$ cat config.mk
export PLATFORM = sky130hd
export DESIGN_NAME = bird_motion_ctrl_flat
export DESIGN_NICKNAME = d
export VERILOG_FILES = /design/src/rtl/bird_pkg.sv /design/src/rtl/bird_motion_ctrl_if.sv /design/src/rtl/bird_tick_timer.sv /design/src/rtl/bird_motion_ctrl.sv /design/src/flat_wrapper.sv
export SDC_FILE = /design/constraint.sdc
export NUM_CORES = 1
export LEC_CHECK = 0
export ABC_CLOCK_PERIOD_IN_PS = 7300
export BUFFER_PORTS_ARGS = -buffer_cell sky130_fd_sc_hd__buf_2
export CORE_MARGIN = 1.5
export CORE_UTILIZATION = 60
export CTS_CLUSTER_SIZE = 10
export DETAILED_ROUTE_END_ITERATION = 16
export PLACE_DENSITY = 0.83
export SLEW_MARGIN = 20
export SYNTH_ARGS = -nofsm -noshare
export SYNTH_HDL_FRONTEND = slang
export SYNTH_SLANG_ARGS = --single-unit
$ cat constraint.sdc
create_clock -name clk -period 7.3 [get_ports clk]
set_clock_uncertainty 0.15 [all_clocks]
set_input_delay 0.73 -clock clk [delete_from_list [all_inputs] [get_ports clk]]
set_output_delay 0.73 -clock clk [all_outputs]
set_load 0.02 [all_outputs]
$ cat src/rtl/bird_pkg.sv
//==============================================================================
// Module      : bird_pkg
// Description : Shared state encoding and screen constants for the bird,
//               renderer and pipe generator.
// Revision    : 1.0 - initial release
//==============================================================================
`default_nettype none

package bird_pkg;

    typedef enum logic [1:0] {
        IDLE = 2'd0,
        RISE = 2'd1,
        FALL = 2'd2,
        DEAD = 2'd3
    } bird_state_e;

    localparam int unsigned C_Y_MAX_DEF   = 464;
    localparam int unsigned C_Y_START_DEF = 240;

endpackage

`default_nettype wire

$ cat src/rtl/bird_motion_ctrl_if.sv
//==============================================================================
// Module      : bird_motion_ctrl_if
// Description : Game-control inputs and sprite/score outputs of the bird block.
// Revision    : 1.0 - initial release
//==============================================================================
`default_nettype none

interface bird_motion_ctrl_if #(
    parameter int unsigned Y_W = 10
);
    logic           tick;
    logic           one_shot_button;
    logic           collision;
    logic           restart;
    logic [Y_W-1:0] bird_y;
    logic           en_subiendo;
    logic           falling;
    logic           dead;
    logic [1:0]     state;

    modport master (
        output tick, one_shot_button, collision, restart,
        input  bird_y, en_subiendo, falling, dead, state
    );

    modport slave (
        input  tick, one_shot_button, collision, restart,
        output bird_y, en_subiendo, falling, dead, state
    );
endinterface

`default_nettype wire

$ cat src/rtl/bird_tick_timer.sv
//==============================================================================
// Module      : bird_tick_timer
// Description : Tick-enabled saturating rise counter; time_out_o is high once
//               RISE_TICKS ticks have been counted since the last clear.
// Revision    : 1.0 - initial release
//==============================================================================
`default_nettype none

module bird_tick_timer #(
    parameter int unsigned RISE_TICKS = 8,
    parameter int unsigned CNT_W      = $clog2(RISE_TICKS + 1)
) (
    input  wire logic clk,
    input  wire logic rst,
    input  wire logic en_i,
    input  wire logic clr_i,
    output logic      time_out_o
);

    localparam logic [CNT_W-1:0] c_term = CNT_W'(RISE_TICKS);

    logic [CNT_W-1:0] cnt_q;
    logic [CNT_W-1:0] cnt_d;

    // Clear and count in the same cycle yields 1: the clearing tick is itself
    // the first tick of the new rise.
    always_comb begin
        cnt_d = cnt_q;
        if (clr_i) begin
            cnt_d = '0;
        end
        if (en_i && (cnt_d != c_term)) begin
            cnt_d = cnt_d + 1'b1;
        end
    end

    always_ff @(posedge clk or negedge rst) begin
        if (!rst) begin
            cnt_q <= '0;
        end else begin
            cnt_q <= cnt_d;
        end
    end

    assign time_out_o = (cnt_q == c_term);

endmodule

`default_nettype wire

$ cat src/rtl/bird_motion_ctrl.sv
//==============================================================================
// Module      : bird_motion_ctrl
// Description : Bird vertical position/velocity controller with timed rise,
//               gravity fall, ceiling/ground limits and dead/restart.
//               Optional feature macro: FLAP_RETRIGGER_EN (flap in RISE
//               restarts the rise timer).
// Revision    : 1.0 - initial release
//==============================================================================
`default_nettype none

module bird_motion_ctrl
    import bird_pkg::*;
#(
    parameter int unsigned Y_W        = 10,
    parameter int unsigned Y_MIN      = 0,
    parameter int unsigned Y_MAX      = C_Y_MAX_DEF,
    parameter int unsigned Y_START    = C_Y_START_DEF,
    parameter int unsigned RISE_TICKS = 8,
    parameter int unsigned RISE_STEP  = 4,
    parameter int unsigned VMAX       = 6,
    parameter int unsigned V_W        = 4
) (
    input  wire logic         clk,
    input  wire logic         rst,
    bird_motion_ctrl_if.slave bus
);

    localparam logic [Y_W:0]   c_y_min    = (Y_W + 1)'(Y_MIN);
    localparam logic [Y_W:0]   c_y_max    = (Y_W + 1)'(Y_MAX);
    localparam logic [Y_W:0]   c_step     = (Y_W + 1)'(RISE_STEP);
    localparam logic [Y_W:0]   c_up_floor = (Y_W + 1)'(Y_MIN + RISE_STEP);
    localparam logic [Y_W-1:0] c_y_start  = Y_W'(Y_START);
    localparam logic [V_W-1:0] c_vmax     = V_W'(VMAX);

    bird_state_e    state_q;
    bird_state_e    state_d;
    logic [Y_W-1:0] y_q;
    logic [Y_W-1:0] y_d;
    logic [V_W-1:0] vel_q;
    logic [V_W-1:0] vel_d;
    logic           flap_pend_q;
    logic           flap_pend_d;

    logic           w_flap;
    logic           w_tmr_en;
    logic           w_tmr_clr;
    logic           w_time_out;
    logic [Y_W:0]   w_y_ext;
    logic [Y_W:0]   w_up_raw;
    logic [Y_W:0]   w_dn_raw;
    logic [Y_W-1:0] w_y_up;
    logic [Y_W-1:0] w_y_dn;
    logic [V_W-1:0] w_vel_inc;

    // A flap arriving on the tick cycle itself is consumed by that tick.
    assign w_flap = flap_pend_q | bus.one_shot_button;

    // One extra bit of headroom so the upward step cannot wrap past zero.
    always_comb begin
        w_y_ext   = {1'b0, y_q};
        w_up_raw  = w_y_ext - c_step;
        w_y_up    = (w_y_ext < c_up_floor) ? c_y_min[Y_W-1:0] : w_up_raw[Y_W-1:0];
        w_vel_inc = (vel_q >= c_vmax) ? c_vmax : vel_q + 1'b1;
        w_dn_raw  = w_y_ext + (Y_W + 1)'(w_vel_inc);
        w_y_dn    = (w_dn_raw >= c_y_max) ? c_y_max[Y_W-1:0] : w_dn_raw[Y_W-1:0];
    end

    bird_tick_timer #(
        .RISE_TICKS (RISE_TICKS)
    ) u_rise_timer (
        .clk        (clk),
        .rst        (rst),
        .en_i       (w_tmr_en),
        .clr_i      (w_tmr_clr),
        .time_out_o (w_time_out)
    );

    always_comb begin
        state_d     = state_q;
        y_d         = y_q;
        vel_d       = vel_q;
        flap_pend_d = flap_pend_q | bus.one_shot_button;
        w_tmr_en    = 1'b0;
        w_tmr_clr   = 1'b0;

        case (state_q)
            IDLE: begin
                if (bus.tick) begin
                    flap_pend_d = 1'b0;
                    if (w_flap) begin
                        state_d   = RISE;
                        y_d       = w_y_up;
                        vel_d     = '0;
                        w_tmr_clr = 1'b1;
                        w_tmr_en  = 1'b1;
                    end
                end
            end

            RISE: begin
                if (bus.tick) begin
                    flap_pend_d = 1'b0;
                    if (bus.collision) begin
                        state_d = DEAD;
`ifdef FLAP_RETRIGGER_EN
                    end else if (w_flap) begin
                        y_d       = w_y_up;
                        w_tmr_clr = 1'b1;
                        w_tmr_en  = 1'b1;
`endif
                    end else if (w_time_out) begin
                        state_d = FALL;
                        vel_d   = '0;
                    end else begin
                        y_d      = w_y_up;
                        w_tmr_en = 1'b1;
                    end
                end
            end

            FALL: begin
                if (bus.tick) begin
                    flap_pend_d = 1'b0;
                    if (bus.collision) begin
                        state_d = DEAD;
                    end else if (w_flap) begin
                        state_d   = RISE;
                        y_d       = w_y_up;
                        vel_d     = '0;
                        w_tmr_clr = 1'b1;
                        w_tmr_en  = 1'b1;
                    end else begin
                        vel_d = w_vel_inc;
                        y_d   = w_y_dn;
                        if (w_y_dn == c_y_max[Y_W-1:0]) begin
                            state_d = DEAD;
                        end
                    end
                end
            end

            DEAD: begin
                // Flaps are dropped while dead so none survive a restart.
                flap_pend_d = 1'b0;
                if (bus.restart) begin
                    state_d   = IDLE;
                    y_d       = c_y_start;
                    vel_d     = '0;
                    w_tmr_clr = 1'b1;
                end
            end

            default: begin
                state_d = IDLE;
            end
        endcase
    end

    always_ff @(posedge clk or negedge rst) begin
        if (!rst) begin
            state_q     <= IDLE;
            y_q         <= c_y_start;
            vel_q       <= '0;
            flap_pend_q <= 1'b0;
        end else begin
            state_q     <= state_d;
            y_q         <= y_d;
            vel_q       <= vel_d;
            flap_pend_q <= flap_pend_d;
        end
    end

    assign bus.bird_y      = y_q;
    assign bus.state       = state_q;
    assign bus.en_subiendo = (state_q == RISE);
    assign bus.falling     = (state_q == FALL);
    assign bus.dead        = (state_q == DEAD);

endmodule

`default_nettype wire

$ cat src/flat_wrapper.sv
// flat-port wrapper written by rule: the top's interface ports become plain ports
module bird_motion_ctrl_flat import bird_pkg::*;
#(
    parameter int unsigned Y_W        = 10,
    parameter int unsigned Y_MIN      = 0,
    parameter int unsigned Y_MAX      = C_Y_MAX_DEF,
    parameter int unsigned Y_START    = C_Y_START_DEF,
    parameter int unsigned RISE_TICKS = 8,
    parameter int unsigned RISE_STEP  = 4,
    parameter int unsigned VMAX       = 6,
    parameter int unsigned V_W        = 4
)
  (clk, rst, bus_tick, bus_one_shot_button, bus_collision, bus_restart, bus_bird_y, bus_en_subiendo, bus_falling, bus_dead, bus_state);
  bird_motion_ctrl_if #(.Y_W(Y_W)) bus_i ();
  input  wire logic clk;
  input  wire logic rst;
  input wire logic [$bits(bus_i.tick)-1:0] bus_tick;
  input wire logic [$bits(bus_i.one_shot_button)-1:0] bus_one_shot_button;
  input wire logic [$bits(bus_i.collision)-1:0] bus_collision;
  input wire logic [$bits(bus_i.restart)-1:0] bus_restart;
  output wire logic [$bits(bus_i.bird_y)-1:0] bus_bird_y;
  output wire logic [$bits(bus_i.en_subiendo)-1:0] bus_en_subiendo;
  output wire logic [$bits(bus_i.falling)-1:0] bus_falling;
  output wire logic [$bits(bus_i.dead)-1:0] bus_dead;
  output wire logic [$bits(bus_i.state)-1:0] bus_state;
  assign bus_i.tick = bus_tick;
  assign bus_i.one_shot_button = bus_one_shot_button;
  assign bus_i.collision = bus_collision;
  assign bus_i.restart = bus_restart;
  assign bus_bird_y = bus_i.bird_y;
  assign bus_en_subiendo = bus_i.en_subiendo;
  assign bus_falling = bus_i.falling;
  assign bus_dead = bus_i.dead;
  assign bus_state = bus_i.state;
  bird_motion_ctrl #(.Y_W(Y_W), .Y_MIN(Y_MIN), .Y_MAX(Y_MAX), .Y_START(Y_START), .RISE_TICKS(RISE_TICKS), .RISE_STEP(RISE_STEP), .VMAX(VMAX), .V_W(V_W)) u_core (.clk(clk), .rst(rst), .bus(bus_i));
endmodule
# After elaboration in Yosys (flattened, before gate mapping)
# Index checks and enable logic that the tools add are counted.
# op_classes
bitwise,1
order_cmp,3
muxes,48
n_eq_ne,17
addsub,4
n_reduce_logical,6
# ops
operator,count
2-to-1 mux 10 bit,11
2-to-1 mux 4 bit,12
case mux 10 bit (4 select lines),1
2-to-1 mux 2 bit,10
case mux 4 bit (4 select lines),1
AND reduction 8 bit,2
inequality test 2 bit (second input constant),7
adder 10 x 4 -> 11 bit,1
>= comparator 11 x 9 -> 1 bit (second input constant),1
equality test 10 x 9 -> 1 bit (second input constant),1
< comparator 10 x 3 -> 1 bit (second input constant),1
subtractor 10 x 3 -> 10 bit (second input constant),1
2-to-1 mux 1 bit,9
adder 4 x 1 -> 4 bit (second input constant),2
case mux 2 bit (4 select lines),1
AND reduction 7 bit,1
case mux 1 bit (3 select lines),2
equality test 2 bit (second input constant),2
equality test 4 bit (second input constant),1
>= comparator 4 x 3 -> 1 bit (second input constant),1
inequality test 2 x 1 -> 1 bit (second input constant),2
inequality test 4 x 2 -> 1 bit (second input constant),1
inequality test 4 bit (second input constant),1
inequality test 3 x 2 -> 1 bit (second input constant),1
6 further kinds,6
# totals
out_inout_bits,15
input_bits,6
elab_cells,84
ff_bits,21

# Longest topological paths before layout
# depth
depth_word,11
ltp_mapped,12
mapped_depth_nobuf,12

# Cells and area by module
# From an unflattened synthesis, not the netlist that was laid out.
# unflattened
hier_cells,221
hier_area_um2,1835.5
# by_module_without_submodules
module,area_each_um2,cells_per_inst,n_inst,seq_area_each_um2
bird_motion_ctrl,1586.5,196,1,430.4
bird_tick_timer,249.0,25,1,100.1

# Least setup slack after synthesis
# No wires, ideal clock.
# synth_path
path_type,flip-flop to flip-flop
from,reg u_core.vel_q[0]
to,"reg u_core.y_q[5], in the netlist u_core.bus.bird_y[5]"
path_stages_with_launch,13
n_path_buf,0
setup_slack_ns,4.274
synth_period_minus_slack_ns,3.026
t_arrival_ns,2.796
setup_ns,0.080
required_ns,7.070
cell_sequence,dfrtp_1 inv_1 ha_1 o21a_1 nor2_1 nand2_1 fa_1 a211o_1 o2111ai_1 a22oi_1 o32ai_4 o31ai_1 a32o_1
# synth_between
elab_chain_len,9
elab_cells_between_ends,10
classes_between,add/sub (2); order compare (2); mux (6)
# synth_lines
item,line_no,text
"start, declared",bird_motion_ctrl.sv:39,logic [V_W-1:0] vel_q;
"start signal, assigned",bird_motion_ctrl.sv:168,vel_q <= vel_d;
adder 4 x 1 -> 4 bit / >= comparator 4 x 3 -> 1 bit (equally long branches),bird_motion_ctrl.sv:63,w_vel_inc = (vel_q >= c_vmax) ? c_vmax : vel_q + 1'b1;
2-to-1 mux 4 bit *,bird_motion_ctrl.sv:63,
adder 10 x 4 -> 11 bit *,bird_motion_ctrl.sv:64,w_dn_raw = w_y_ext + (Y_W + 1)'(w_vel_inc);
>= comparator 11 x 9 -> 1 bit,bird_motion_ctrl.sv:65,w_y_dn = (w_dn_raw >= c_y_max) ? c_y_max[Y_W-1:0] : w_dn_raw[Y_W-1:0];
2-to-1 mux 10 bit *,bird_motion_ctrl.sv:65,
2-to-1 mux 10 bit *,bird_motion_ctrl.sv:126,end else if (w_flap) begin
2-to-1 mux 10 bit *,bird_motion_ctrl.sv:124,if (bus.collision) begin
2-to-1 mux 10 bit *,bird_motion_ctrl.sv:122,if (bus.tick) begin
case mux 10 bit (4 select lines) *,bird_motion_ctrl.sv:86,case (state_q)
"end signal, assigned",bird_motion_ctrl.sv:162,y_q <= c_y_start;
"end signal, assigned",bird_motion_ctrl.sv:167,y_q <= y_d;
"end, declared",bird_motion_ctrl.sv:37,logic [Y_W-1:0] y_q;
# Every way passes the cells marked *; elsewhere a longest branch is shown, timed or not. The select of a mux whose other input is x is not followed.
# A chain may end at the register's enable or synchronous reset.

# Worst setup path in the final report
# layout_path
from,reg u_core.vel_q[0]
to,"reg u_core.state_q[0], in the netlist u_core.bus.state[0]"
# layout_between
elab_chain_len,8
elab_cells_between_ends,9
classes_between,add/sub (2); order compare (2); eq/ne (2); mux (2); reduce/logical (1)
# layout_lines
item,line_no,text
adder 4 x 1 -> 4 bit / >= comparator 4 x 3 -> 1 bit (equally long branches),bird_motion_ctrl.sv:63,
2-to-1 mux 4 bit *,bird_motion_ctrl.sv:63,
adder 10 x 4 -> 11 bit *,bird_motion_ctrl.sv:64,
>= comparator 11 x 9 -> 1 bit,bird_motion_ctrl.sv:65,
2-to-1 mux 10 bit *,bird_motion_ctrl.sv:65,
equality test 10 x 9 -> 1 bit *,bird_motion_ctrl.sv:135,if (w_y_dn == c_y_max[Y_W-1:0]) begin
inequality test 4 x 2 -> 1 bit (no source line) *,--,
AND reduction 7 bit (no source line) *,--,
"end signal, assigned",bird_motion_ctrl.sv:166,state_q <= state_d;
"end, declared",bird_motion_ctrl.sv:35,bird_state_e state_q;
# Every way passes the cells marked *; elsewhere a longest branch is shown, timed or not.

==> impl_metrics.env <==
export IMPL_ys_flop_type="dfrtp_1"
export IMPL_synth_warnings=0
export IMPL_p_clk_frac=0.071
export IMPL_vias=1800
export IMPL_synth_top_area_share=0.2271
export IMPL_fmax_mhz=300.0
export IMPL_ios=21
export IMPL_cts_tree="yes"
export IMPL_cts_resized=0
export IMPL_comb_power_share=0.617
export IMPL_place_congestion=0.8566
export IMPL_drive_gt1_frac=0.1579
export IMPL_grt_pass1_vias=1622
export IMPL_grt_max_degree=24
export IMPL_via_per_inst=6.429
export IMPL_worst_pin_slew_ns=0.7651
export IMPL_final_common_cell="nand2_1"
export IMPL_core_um2=3003
export IMPL_required_ns=7.39
export IMPL_slew_viol_final=0
export IMPL_first_pass_iters=4
export IMPL_synth_top_area_cell="dfrtp_1"
export IMPL_ys_ff_latch=21
export IMPL_clockBufferDepth=2
export IMPL_syn_cell_area_um2=1873
export IMPL_path_class="reg -> reg"
export IMPL_drt_initial_drc_count=111
export IMPL_antenna_found_initial=0
export IMPL_swShare=0.5357
export IMPL_synth_cells=235
export IMPL_synth_area_top_cells="dfrtp_1 (23%), nand2_1 (6.2%), ha_1 (6.0%)"
export IMPL_finalCriticalPeriod_ns=3.333
export IMPL_status="finished, final reports clean"
export IMPL_slowest_stage="fa_1"
export IMPL_ys_seq_area_frac=0.2832
export IMPL_hold_buffers=0
export IMPL_die_x_um=58.87
export IMPL_fin_area_um2=1981
export IMPL_cp_end_kind="flip-flop"
export IMPL_synth_cell_type_count=58
export IMPL_pre_cts_ws_ns=3.970
export IMPL_worst_slack_ns=3.967
export IMPL_share_seq_of_total_power=0.312
export IMPL_maxCapViolations=0
export IMPL_std_cell_rows=20
export IMPL_wl_um=4414
export IMPL_p_leak_nw=0.9283
export IMPL_postSynthAreaPerCell_um2=7.970
export IMPL_post_route_util=0.6596
export IMPL_cp_data_arrival_time_ns=3.42
export IMPL_post_cts_buffers=0
export IMPL_setup_viol=0
export IMPL_grt_overflow=0
export IMPL_ys_async_sr_fraction=1.000
export IMPL_hpwl_um=3341
export IMPL_fin_tns_setup_ns=0
export IMPL_grt_pass1_wl_um=7452
export IMPL_most_common_layout_cells="nand2_1 (31), nor2_1 (24), buf_2 (20)"
export IMPL_irDropWorstVdd_mv=0.2319
export IMPL_ant_nets=0
export IMPL_synth_edf_count=0
export IMPL_dieHeight_um=58.87
export IMPL_antennaDiodeCount=0
export IMPL_syn_num_nets=251
export IMPL_grt_setup_unrepaired="false"
export IMPL_htreeDepth=1
export IMPL_fin_crit_sh=0.4566
export IMPL_worstSkewPairLatency_ns=0.32
export IMPL_die_area_um2=3466
export IMPL_numCtsBuffers=3
export IMPL_grt_use_total=0.2796
export IMPL_path_cells="inv_1 > ha_1 > o21a_1 > nor2_1 > nand2_1 > fa_1 > a211o_1 > o2111ai_1 > a22oi_1 > o32ai_4 > o21ai_2 > a221oi_2"
export IMPL_hold_violations=0
export IMPL_nets=264
export IMPL_io_buffers=20
export IMPL_timing_hold_ws_ns=0.1953
export IMPL_internal_power_mw=0.3959
export IMPL_path_max_fanout=8
export IMPL_post_dp_cell_area_um2=1953
export IMPL_cts_sink_count=21
export IMPL_worstHoldPathType="in -> async"
export IMPL_slowest_delay_ns=0.48
export IMPL_wl_per_cell_um=15.76
export IMPL_drc_errors=0
export IMPL_cp_start_kind="flip-flop"
export IMPL_initial_core_util=0.6237
export IMPL_syn_to_final_growth_pct=5.745
export IMPL_cts_root_buf="clkbuf_4"
export IMPL_clk_pin_slew_ns=0.13
export IMPL_power_switching_mw=0.4568
export IMPL_slew_headroom=0.4899
export IMPL_p_per_area_nw_per_um2=430.5
## metal layers
layer	wire, um	GRT usage	up-vias
met3	264	0.02857	4
met1	1995	0.3930	857
met2	2107	0.4587	68
met4	46	0.07792	0
met5	0	0	-
li1	-	-	871
## flip-flops by register name, summed over array words and instances (netlist names)
register                   count
u_core.bus.bird_y             10
u_core.bus.state               2
u_core.vel_q                   4
u_core.flap_pend_q             1
u_core.u_rise_timer.cnt_q      4
## synth_stat cells, types with 3 or more instances
| master | instances |
|---|---|
| nand3_1 | 6 |
| a21o_1 | 5 |
| nor2_1 | 24 |
| o21a_1 | 7 |
| a21oi_1 | 15 |
| nor3_1 | 10 |
| dfrtp_1 | 17 |
| nor3b_1 | 3 |
| a2bb2oi_1 | 3 |
| nand2_1 | 31 |
| inv_1 | 14 |
| xor2_1 | 3 |
| xnor2_1 | 5 |
| ha_1 | 9 |
| o21ai_1 | 4 |
| o21ai_0 | 13 |
| dfstp_2 | 4 |
| buf_2 | 7 |
## logic make-up (layout without fill, tap and decap cells)
family                     count (synthesis)  in the layout  share of synthesized area
adders and majority gates                 10             10                    0.07081
and+or+nand+nor                           91             91                     0.2345
muxes                                      1              1                   0.005344
DFF                                       21             21                     0.2832
AOI/OAI and AO/OA                         77             77                     0.3060
buffers and inverters                     26             38                    0.06078
xor gates and xnor gates                   8              8                    0.03741
other                                      1              1                   0.002002
## power by group through the flow
stage / clock network (mW) / registers, mW / logic (mW)
detailed placement: 0 / 0.267 / 0.520
global route: 0.0646 / 0.277 / 0.585
finish: 0.0602 / 0.266 / 0.526
global placement: 0 / 0.263 / 0.508
floorplan: 0 / 0.241 / 0.422
CTS: 0.0612 / 0.265 / 0.523
## metrics by stage
step                      total power, mW  cells
after floorplan                    0.6633    235
after global placement             0.7714    276
after detailed placement           0.7866    276
after CTS                          0.8486    280
after global routing               0.9268    280
final                              0.8527    280
## area by class of cell
type | count | area, um2
fill | 261 | 1022
multi-input combinational | 188 | 1229
timing repair buffer | 20 | 100.1
sequential | 21 | 530.5
clock inverter | 1 | 5.005
inverter | 14 | 52.55
tap | 33 | 41.29
clock buffer | 3 | 22.52
## final timing paths
path / start / endpoint / slack (ns) / cells after the start
min reg2reg: u_core.vel_q[3] / u_core.vel_q[3] / 0.41 / 1
min in group clk: u_core.vel_q[3] / u_core.vel_q[3] / 0.41 / 1
max reg2reg: u_core.vel_q[0] / u_core.bus.state[0] / 3.97 / 12
max in group asynchronous: rst / u_core.bus.bird_y[6] / 6.45 / 1
max: u_core.vel_q[0] / u_core.bus.state[0] / 3.97 / 12
min: rst / u_core.bus.bird_y[9] / 0.20 / 1
## worst max-delay path: cells and delay by family, from the launching register on
kind / cells / cell delay [ns]
adder cells (fa/ha/maj): 2 / 0.67
AND/OR/NAND/NOR: 2 / 0.29
buffers and inverters: 1 / 0.08
AO/OA/AOI/OAI: 7 / 1.65
flip-flops: 1 / 0.42
Note: power is estimated with default switching activity, not from simulation.
